**src/rtl/pipe_stage_skid.sv**
```systemverilog
// Pipeline stage register with a valid/ready handshake and a two-entry skid buffer.
// Downstream back-pressure is absorbed by the skid entry, so IN_READY never depends combinationally on OUT_READY.
//
// state | meaning
// EMPTY | no entries held
// BUSY  | main (head) entry only
// FULL  | main entry plus skid entry
module pipe_stage_skid #(
  parameter int WIDTH      = 32,
  parameter int LANES      = 2,
  parameter int CTRL_WIDTH = 3,
  parameter int CNT_WIDTH  = 16
) (
  input  logic                   CLK,
  input  logic                   CLR,
  input  logic                   FLUSH,
  input  logic                   IN_VALID,
  output logic                   IN_READY,
  input  logic [CTRL_WIDTH-1:0]  IN_CTRL,
  input  logic [LANES*WIDTH-1:0] IN_DATA,
  output logic                   OUT_VALID,
  input  logic                   OUT_READY,
  output logic [CTRL_WIDTH-1:0]  OUT_CTRL,
  output logic [LANES*WIDTH-1:0] OUT_DATA,
  output logic [CNT_WIDTH-1:0]   STALL_CNT,
  output logic [CNT_WIDTH-1:0]   BUBBLE_CNT
);

  localparam int DW = LANES * WIDTH;

  typedef enum logic [1:0] {EMPTY, BUSY, FULL} state_e;

  state_e                state_q, state_d;
  logic [CTRL_WIDTH-1:0] main_ctrl_q, main_ctrl_d;
  logic [DW-1:0]         main_data_q, main_data_d;
  logic [CTRL_WIDTH-1:0] skid_ctrl_q, skid_ctrl_d;
  logic [DW-1:0]         skid_data_q, skid_data_d;
  logic [CNT_WIDTH-1:0]  stall_q, stall_d;
  logic [CNT_WIDTH-1:0]  bubble_q, bubble_d;
  logic                  in_fire;
  logic                  out_fire;

  assign IN_READY   = (state_q != FULL);
  assign OUT_VALID  = (state_q != EMPTY);
  assign OUT_CTRL   = OUT_VALID ? main_ctrl_q : '0;
  assign OUT_DATA   = main_data_q;
  assign STALL_CNT  = stall_q;
  assign BUBBLE_CNT = bubble_q;

  assign in_fire  = IN_VALID & IN_READY;
  assign out_fire = OUT_VALID & OUT_READY;

  always_comb begin
    state_d     = state_q;
    main_ctrl_d = main_ctrl_q;
    main_data_d = main_data_q;
    skid_ctrl_d = skid_ctrl_q;
    skid_data_d = skid_data_q;
    stall_d     = stall_q;
    bubble_d    = bubble_q;

    unique case (state_q)
      EMPTY: begin
        if (in_fire) begin
          state_d     = BUSY;
          main_ctrl_d = IN_CTRL;
          main_data_d = IN_DATA;
        end
      end
      BUSY: begin
        if (in_fire && out_fire) begin
          main_ctrl_d = IN_CTRL;
          main_data_d = IN_DATA;
        end else if (in_fire) begin
          state_d     = FULL;
          skid_ctrl_d = IN_CTRL;
          skid_data_d = IN_DATA;
        end else if (out_fire) begin
          state_d = EMPTY;
        end
      end
      FULL: begin
        if (out_fire) begin
          state_d     = BUSY;
          main_ctrl_d = skid_ctrl_q;
          main_data_d = skid_data_q;
        end
      end
      default: state_d = EMPTY;
    endcase

    // Flush drops every entry, including a same-cycle accepted one; data payload is left as-is.
    if (FLUSH) begin
      state_d     = EMPTY;
      main_ctrl_d = '0;
      skid_ctrl_d = '0;
      main_data_d = main_data_q;
      skid_data_d = skid_data_q;
    end

    if (OUT_VALID && !OUT_READY && (stall_q != '1))
      stall_d = stall_q + CNT_WIDTH'(1);
    if (!OUT_VALID && OUT_READY && (bubble_q != '1))
      bubble_d = bubble_q + CNT_WIDTH'(1);
  end

  // Stage registers update on the falling edge, matching the neighbouring pipeline stages.
  always_ff @(negedge CLK) begin
    if (CLR) begin
      state_q     <= EMPTY;
      main_ctrl_q <= '0;
      main_data_q <= '0;
      skid_ctrl_q <= '0;
      skid_data_q <= '0;
      stall_q     <= '0;
      bubble_q    <= '0;
    end else begin
      state_q     <= state_d;
      main_ctrl_q <= main_ctrl_d;
      main_data_q <= main_data_d;
      skid_ctrl_q <= skid_ctrl_d;
      skid_data_q <= skid_data_d;
      stall_q     <= stall_d;
      bubble_q    <= bubble_d;
    end
  end

endmodule

```
**config.mk**
```make
export PLATFORM = sky130hd
export DESIGN_NAME = pipe_stage_skid
export DESIGN_NICKNAME = d
export VERILOG_FILES = /design/src/rtl/pipe_stage_skid.sv
export SDC_FILE = /design/constraint.sdc
export NUM_CORES = 1
export LEC_CHECK = 0
export ABC_AREA = 0
export CAP_MARGIN = 40
export CELL_PAD_IN_SITES_DETAIL_PLACEMENT = 1
export CELL_PAD_IN_SITES_GLOBAL_PLACEMENT = 2
export CORE_MARGIN = 4
export CORE_UTILIZATION = 32
export CTS_CLUSTER_DIAMETER = 40
export DETAILED_ROUTE_END_ITERATION = 8
export PLACE_DENSITY_LB_ADDON = 0.25
export REMOVE_ABC_BUFFERS = 1
export SLEW_MARGIN = 40
export SYNTH_ARGS = -nofsm -noshare
export SYNTH_HDL_FRONTEND = slang
export SYNTH_SLANG_ARGS = --single-unit
```
**constraint.sdc**
```tcl
create_clock -name CLK -period 4 [get_ports CLK]
set_input_delay 0.8 -clock CLK [delete_from_list [all_inputs] [get_ports CLK]]
set_output_delay 0.8 -clock CLK [all_outputs]
set_load 0.01 [all_outputs]
```
### Word-level counts from Yosys, hierarchy flattened

Index checks and enable logic that the tools add are counted.

| operators by class | value |
|---|---|
| $add $sub $neg | 2 |
| eq/ne operators | 10 |
| multiplexer cells | 15 |
| bitwise operators | 4 |
| reduce and logical (&&, ||, !) cells | 16 |

Operator list:

| operator | count |
|---|---|
| $mux 64 | 3 |
| $pmux 64 s3 | 1 |
| $add 16x1->16 const B | 2 |
| $ne 16x16->1 const B | 2 |
| $mux 3 | 4 |
| $reduce_and 4->1 | 3 |
| $mux 2 | 5 |
| $ne 2x2->1 const B | 5 |
| $pmux 3 s3 | 1 |
| $pmux 2 s3 | 1 |
| $logic_and 1x1->1 | 5 |
| $reduce_and 5->1 | 1 |
| $ne 3x3->1 const B | 1 |
| $reduce_and 3->1 | 1 |
| $reduce_bool 3->1 | 1 |
| $and 1x1->1 | 2 |
| $eq 2x1->1 const B | 1 |
| $eq 2x2->1 const B | 1 |
| $logic_not 1->1 | 2 |
| $logic_not 2->1 | 1 |
| $not 1->1 | 2 |
| $reduce_bool 2->1 | 1 |
| $reduce_or 2->1 | 1 |

| word-level totals | value |
|---|---|
| bits in registers | 168 |
| bits of input ports | 72 |
| output and inout bits | 101 |
| word-level logic and storage cells | 54 |

### Depth between registers and ports, before layout

Gate-level depths: netlist of run 1.

| depth | value |
|---|---|
| depth in word-level cells | 6 |
| mapped depth | 8 |

==> results.json, run 1 <==
{
  "status": "finished, violations left",
  "violations": "setup timing",
  "rr_startpoint": "state_q[1]",
  "overflow": 0,
  "async_flop_share_pct": 0,
  "final_util_pct": 50.6,
  "required_ns": 3.20,
  "hpwl_um": 15400,
  "peakVddDrop_v": 0.000218,
  "die-area_sq_um": 25200,
  "maxSlewViolCount": 0,
  "fp.dieH_um": 159,
  "tightestPinTransition_ns": 0.760,
  "whs_endpoint": "skid_data_q[3]",
  "leakagePower_nw": 5.43,
  "regToRegSetupSlack_ns": 1.63,
  "synthToLayoutAreaGrowth_pct": 53.5,
  "gp_congestion": 0.741,
  "final_area_sq_um": 11200,
  "synthSimpleGateAreaFrac_pct": 15.7,
  "p_clk_share_pct": 50.6,
  "p_per_area_nw_per_um2": 416,
  "crit_chain": "nor2_4 -> buf_6 -> nor2b_1 -> buf_2",
  "yosysSeqAreaShare_pct": 46.2,
  "grt_pass1_wl_um": 40200,
  "drt_iter0_markers": 311,
  "via_count": 7643,
  "grt_max_degree": 59,
  "synthXorXnorAreaFrac_pct": 0,
  "synth_ff_type": "dfxtp_1",
  "cts_made_buffers": 17,
  "clk_latency_ns": 0.47,
  "cpLargestDelayFamily": "flip-flops",
  "crit_path_start_kind": "flip-flop",
  "root_buffer": "clkbuf_16",
  "synth_edf_count": 0,
  "cp_slowest_stage_delay_ns": 0.36,
  "dp_slack_ns": -0.718,
  "wire_per_inst_um": 17.3,
  "min_from": "skid_data_q[3]",
  "std_cell_rows": 54,
  "p_comb_share_pct": 10.9,
  "rr_endpoint": "OUT_DATA[23]",
  "io_pins": 173,
  "switchingPower_mw": 1.53,
  "antenna_found_initial": 1,
  "swShare_pct": 32.9,
  "synth_fa_ha_area_share_pct": 0.344,
  "layout.cells.non_filler": 1479,
  "min_delay_path_depth": 2,
  "antenna_cells": 0,
  "ys_warn_count": 0,
  "multi_input_area_sq_um": 3680,
  "cp.buffers_inverters": 2,
  "fin_nets": 1260,
  "cpMaxStageDelayCell": "dfxtp_4",
  "placed_cells": 1269,
  "synth_top_family_by_area": "compound AO/OA/AOI/OAI gates",
  "postPlaceCellArea_sq_um": 9750,
  "core_area_sq_um": 22100,
  "hp-class": "reg -> reg",
  "synth_seq_cells": 168,
  "worst-path-max-fanout": 4,
  "port_buffers": 172,
  "layout_setup_ws_ns": -0.0185,
  "clock_path_buffers": 2,
  "yosys.area.top_type": "dfxtp_1",
  "cts_tree": "done",
  "syn_inst": 823,
  "p_int_mw": 3.12,
  "synth_compound_area_share_pct": 22.1,
  "ys_top_cells_by_area": "dfxtp_1, mux2i_1, a21oi_1, a311oi_1, nand2_1",
  "setup_viol": 2,
  "synth_top_area_share_pct": 46.2,
  "seqCellArea_sq_um": 3380,
  "syn_area_per_cell_sq_um": 8.85,
  "wirelength_um": 25600,
  "synth_mux_area_share_pct": 10.8,
  "reg2reg_depth": 6,
  "postRouteAntennaNets": 0,
  "tns_ns": -0.0364,
  "critical_path_arrival_ns": 3.22,
  "path_clk_slew_ns": 0.04,
  "seqPwrFrac_pct": 38.5,
  "hold_viol": 0,
  "layout-drive-gt1-share_pct": 13.3,
  "track_usage_pct": 19.2,
  "start_util_pct": 33.0,
  "drc": 0,
  "timing.slew.headroom_pct": 49.3,
  "dr.pass1.iters": 5,
  "dieWidth_um": 159,
  "ys_types": 45,
  "crit_type": "reg -> out",
  "fill_cells": 2638,
  "cts.sinks": 168,
  "htreeDepth": 4,
  "rsz0062_at_grt": "yes",
  "crit_cells": 4,
  "syn_area_sq_um": 7280,
  "max_cap_viol_count": 0,
  "cts_hold_buffers": 0,
  "clock_skew_ns": 0.0285,
  "viasPerCell": 5.17,
  "end_kind": "output port",
  "grt_pass1_vias": 8209
}
Yosys cell counts, types with 2 or more instances:
cell type,n
o21ai_0,11
dfxtp_1,168
and4bb_2,3
nor2_1,17
nand3_1,10
a21oi_1,147
or4_1,8
mux2i_1,75
nor4_1,5
mux2_2,3
ha_1,2
buf_4,2
buf_2,32
and3_1,3
o41ai_1,3
clkbuf_1,41
a211oi_1,6
nor3_1,6
or2_2,2
o211ai_1,3
o311ai_0,3
inv_1,8
and2_1,5
nand2_1,148
o31ai_1,10
nor2b_1,6
and4_1,3
nand4_1,4
or3_1,9
a311oi_1,65
cell usage in the layout (no fill, tap or decap), types with 4 or more instances in the layout:
| master | count |
|---|---|
| and2_1 | 4 |
| nor2_1 | 16 |
| a211oi_1 | 6 |
| buf_6 | 5 |
| o31ai_1 | 10 |
| clkdlybuf4s50_1 | 68 |
| buf_12 | 16 |
| clkbuf_16 | 20 |
| a21oi_1 | 138 |
| o21ai_0 | 11 |
| nor3_1 | 5 |
| buf_4 | 54 |
| dfxtp_1 | 160 |
| dlygate4sd2_1 | 95 |
| nand4_1 | 4 |
| or4_1 | 8 |
| nor2b_1 | 5 |
| nor4_1 | 5 |
| inv_8 | 6 |
| buf_2 | 4 |
| or3_1 | 9 |
| a311oi_1 | 64 |
| nand2_1 | 147 |
| mux2i_1 | 74 |
| a21oi_2 | 9 |
| dfxtp_2 | 7 |
| inv_1 | 175 |
| nand3_1 | 10 |
worst min-delay path, cell delays in order (launching register included):
cell	delay, ns
dfxtp_1	0.30
nand2_1	0.05
a21oi_1	0.05
power groups by stage:
stage	Clock (mW)	Sequential, mW	Combinational, mW
final	2.35	1.79	0.507
after global routing	2.67	1.79	0.548
after CTS	2.48	1.79	0.486
after detailed placement	0.255	1.81	0.513
after global placement	0.255	1.81	0.505
after floorplan	0.255	1.83	0.164
metrics by stage:
| stage | hold slack [ns] | total power [mW] |
|---|---|---|
| final | 0.450 | 4.65 |
| after global routing | 0.468 | 5.01 |
| after CTS | 0.451 | 4.75 |
| after detailed placement | 0.446 | 2.58 |
| after global placement | 0.440 | 2.57 |
| after floorplan | 0.430 | 2.25 |
cell families after synthesis:
| kind of cell | Yosys count |
|---|---|
| AND/OR/NAND/NOR | 238 |
| buffers and inverters | 83 |
| multiplexers | 78 |
| flip-flops | 168 |
| adder cells (fa/ha/maj) | 2 |
| AO/OA/AOI/OAI | 254 |
sequential cells by signal, summed over array words and instances (netlist names):
register	cells
main_ctrl_q	3
STALL_CNT	16
OUT_DATA	64
skid_data_q	64
state_q	2
BUBBLE_CNT	16
skid_ctrl_q	3
layer usage:
layer | global-route usage [%] | share of wire, % | up-vias
met4 | 8.60 | 0.98 | 2
met5 | 0 | 0.051 | -
met2 | 31.5 | 49 | 182
met3 | 7.93 | 5.6 | 16
li1 | - | - | 3749
met1 | 21.9 | 44 | 3694
how the worst max path moves through the flow:
stage,start,endpoint,slack (ns)
2_1_floorplan,OUT_READY,OUT_DATA[0],-4.24
3_5_place_dp,OUT_READY,skid_data_q[1],-0.72
4_1_cts,state_q[0],OUT_CTRL[2],-0.05
5_1_grt,state_q[1],OUT_CTRL[2],-0.09
6_report,state_q[0],OUT_CTRL[2],-0.02
3_3_place_gp,OUT_READY,skid_data_q[1],-0.68
what timing repair did:
item                                    4_1_cts  5_1_grt
resized for setup                           136       30
setup buffers                                 1        4
endpoints found under the setup margin      247      107
cloned                                        3        3
pin swaps                                     1        2
layout make-up:
| class | instances | share of cell area [%] |
|---|---|---|
| multi-input cells | 572 | 32.9 |
| flip-flops and latches | 168 | 30.2 |
| repair buffers | 252 | 22.5 |
| clock inverters | 183 | 7.12 |
| clock buffers | 17 | 3.81 |
| well taps | 280 | 3.13 |
| inverters | 7 | 0.258 |
No activity file was read; power rests on OpenSTA's default activity.
==> inputs of run 2 (changes only) <==
--- a/config.mk
+++ b/config.mk
@@ -15,6 +15,7 @@
 export DETAILED_ROUTE_END_ITERATION = 8
 export PLACE_DENSITY_LB_ADDON = 0.25
 export REMOVE_ABC_BUFFERS = 1
+export SETUP_SLACK_MARGIN = 0.5
 export SLEW_MARGIN = 40
 export SYNTH_ARGS = -nofsm -noshare
 export SYNTH_HDL_FRONTEND = slang
==> constraint.sdc (replaced) <==
create_clock -name CLK -period 4 [get_ports CLK]
set_input_delay 0.6 -clock CLK [delete_from_list [all_inputs] [get_ports CLK]]
set_output_delay 0.6 -clock CLK [all_outputs]
set_load 0.01 [all_outputs]
==> run 2 against run 1 <==
Effect of this change:
- cell count increased by 6.2%
- register-to-register slack got worse by 0.11 ns
- power increased by 11%
- critical path depth decreased by 1
- worst setup slack improved by 0.24 ns
- clock skew increased by 0.025 ns
- the run now ends clean
==> results.json, run 2 (synthesis gave the netlist of run 1 again) <==
{
  "hp-class": "reg -> reg",
  "final_util_pct": 64.2,
  "cts_made_buffers": 17,
  "root_buffer": "clkbuf_16",
  "rr_startpoint": "state_q[1]",
  "dp_slack_ns": -0.501,
  "fp.dieH_um": 159,
  "fill_cells": 2373,
  "dr.pass1.iters": 5,
  "start_util_pct": 33.0,
  "overflow": 0,
  "wirelength_um": 35000,
  "min_delay_path_depth": 2,
  "placed_cells": 1252,
  "timing.slew.headroom_pct": 47.1,
  "dieWidth_um": 159,
  "end_kind": "output port",
  "final_area_sq_um": 14200,
  "max_cap_viol_count": 0,
  "maxSlewViolCount": 0,
  "required_ns": 3.40,
  "timing.hold.ws_ns": 0.451,
  "leakagePower_nw": 6.69,
  "postRouteAntennaNets": 0,
  "whs_endpoint": "skid_data_q[33]",
  "rsz0062_at_grt": "yes",
  "core_area_sq_um": 22100,
  "regToRegSetupSlack_ns": 1.52,
  "std_cell_rows": 54,
  "crit_type": "reg -> out",
  "reg2reg_depth": 6,
  "grt_pass1_wl_um": 47300,
  "rr_endpoint": "OUT_DATA[61]",
  "crit_path_start_kind": "flip-flop",
  "drt_iter0_markers": 365,
  "final_cell_mix": "inv_1, buf_6, buf_4",
  "viasPerCell": 5.47,
  "track_usage_pct": 23.0,
  "grt_max_degree": 89,
  "clock_path_buffers": 2,
  "port_buffers": 172,
  "layout.cells.non_filler": 1571,
  "multi_input_area_sq_um": 4940,
  "seqCellArea_sq_um": 3570,
  "io_pins": 173,
  "tns_ns": 0,
  "fin_nets": 1352,
  "drc": 0,
  "hpwl_um": 15000,
  "layout-drive-gt1-share_pct": 51.0,
  "antenna_cells": 0,
  "critical_path_arrival_ns": 3.18,
  "grt_pass1_vias": 9174,
  "synthToLayoutAreaGrowth_pct": 94.7,
  "total_power_mw": 5.18,
  "layout_setup_ws_ns": 0.220,
  "clock_skew_ns": 0.0539,
  "final_common_cell": "inv_1",
  "cts_tree": "done",
  "postPlaceCellArea_sq_um": 9580,
  "hold_viol": 0,
  "setup_viol": 0,
  "via_count": 8589,
  "gp_congestion": 0.734,
  "antenna_found_initial": 2,
  "p_per_area_nw_per_um2": 365,
  "tightestPinTransition_ns": 0.793,
  "die-area_sq_um": 25200,
  "path_clk_slew_ns": 0.04,
  "htreeDepth": 4,
  "cts.sinks": 168,
  "wire_per_inst_um": 22.3,
  "min_from": "skid_data_q[33]",
  "peakVddDrop_v": 0.000255,
  "clk_latency_ns": 0.51,
  "worst-path-max-fanout": 5,
  "status": "completed",
  "cts_hold_buffers": 0
}
run 2: cell types whose count changed in the layout (fill, tap and decap cells not counted), sizes merged, moves of 3 or more:
cell / delta
dlygate4sd2: -94
buf: +182
clkbuf: +7
clkdlybuf4s15: -3
run 2: how the worst max path moves through the flow:
stage / startpoint / to / slack (ns) / depth (start not counted)
finish: state_q[1] / OUT_CTRL[0] / 0.22 / 3
global route: state_q[1] / OUT_CTRL[0] / 0.16 / 3
CTS: state_q[1] / OUT_CTRL[2] / 0.23 / 3
detailed placement: OUT_READY / skid_data_q[6] / -0.50 / 8
global placement: OUT_READY / skid_data_q[11] / -0.43 / 8
floorplan: OUT_READY / OUT_DATA[0] / -4.04 / 4
run 2: area by class of cell:
class                           instances  area share (%)
Clock inverter                        183            5.74
Clock buffer                           17            3.00
Multi-Input combinational cell        572            34.9
Sequential cell                       168            25.2
Inverter                                7           0.203
Tap cell                              280            2.47
Timing Repair Buffer                  344            28.6
run 2: metal layers:
layer / track usage [%] / vias to the layer above / wire length, um
met5: 0 / - / 27
met4: 10.2 / 4 / 657
met3: 9.15 / 64 / 1880
met2: 38.5 / 301 / 18100
met1: 26.0 / 4264 / 14400
li1: - / 3956 / -
run 2: repair_timing:
item	CTS	global route
gates cloned	17	14
pin swaps	79	156
setup endpoints to repair	265	211
resized for setup	751	272
buffers inserted	56	33
run 2: critical path: stages (launching register included):
cell and delay (ns):
dfxtp_2 0.34, nor2_4 0.17, nor2b_1 0.07, buf_2 0.14
run 2: power by group:
part	internal [mW]	leakage (nW)	switching (mW)
registers	1.74	1.42	0.0622
logic	0.426	4.08	0.389
clock network	1.09	1.19	1.47
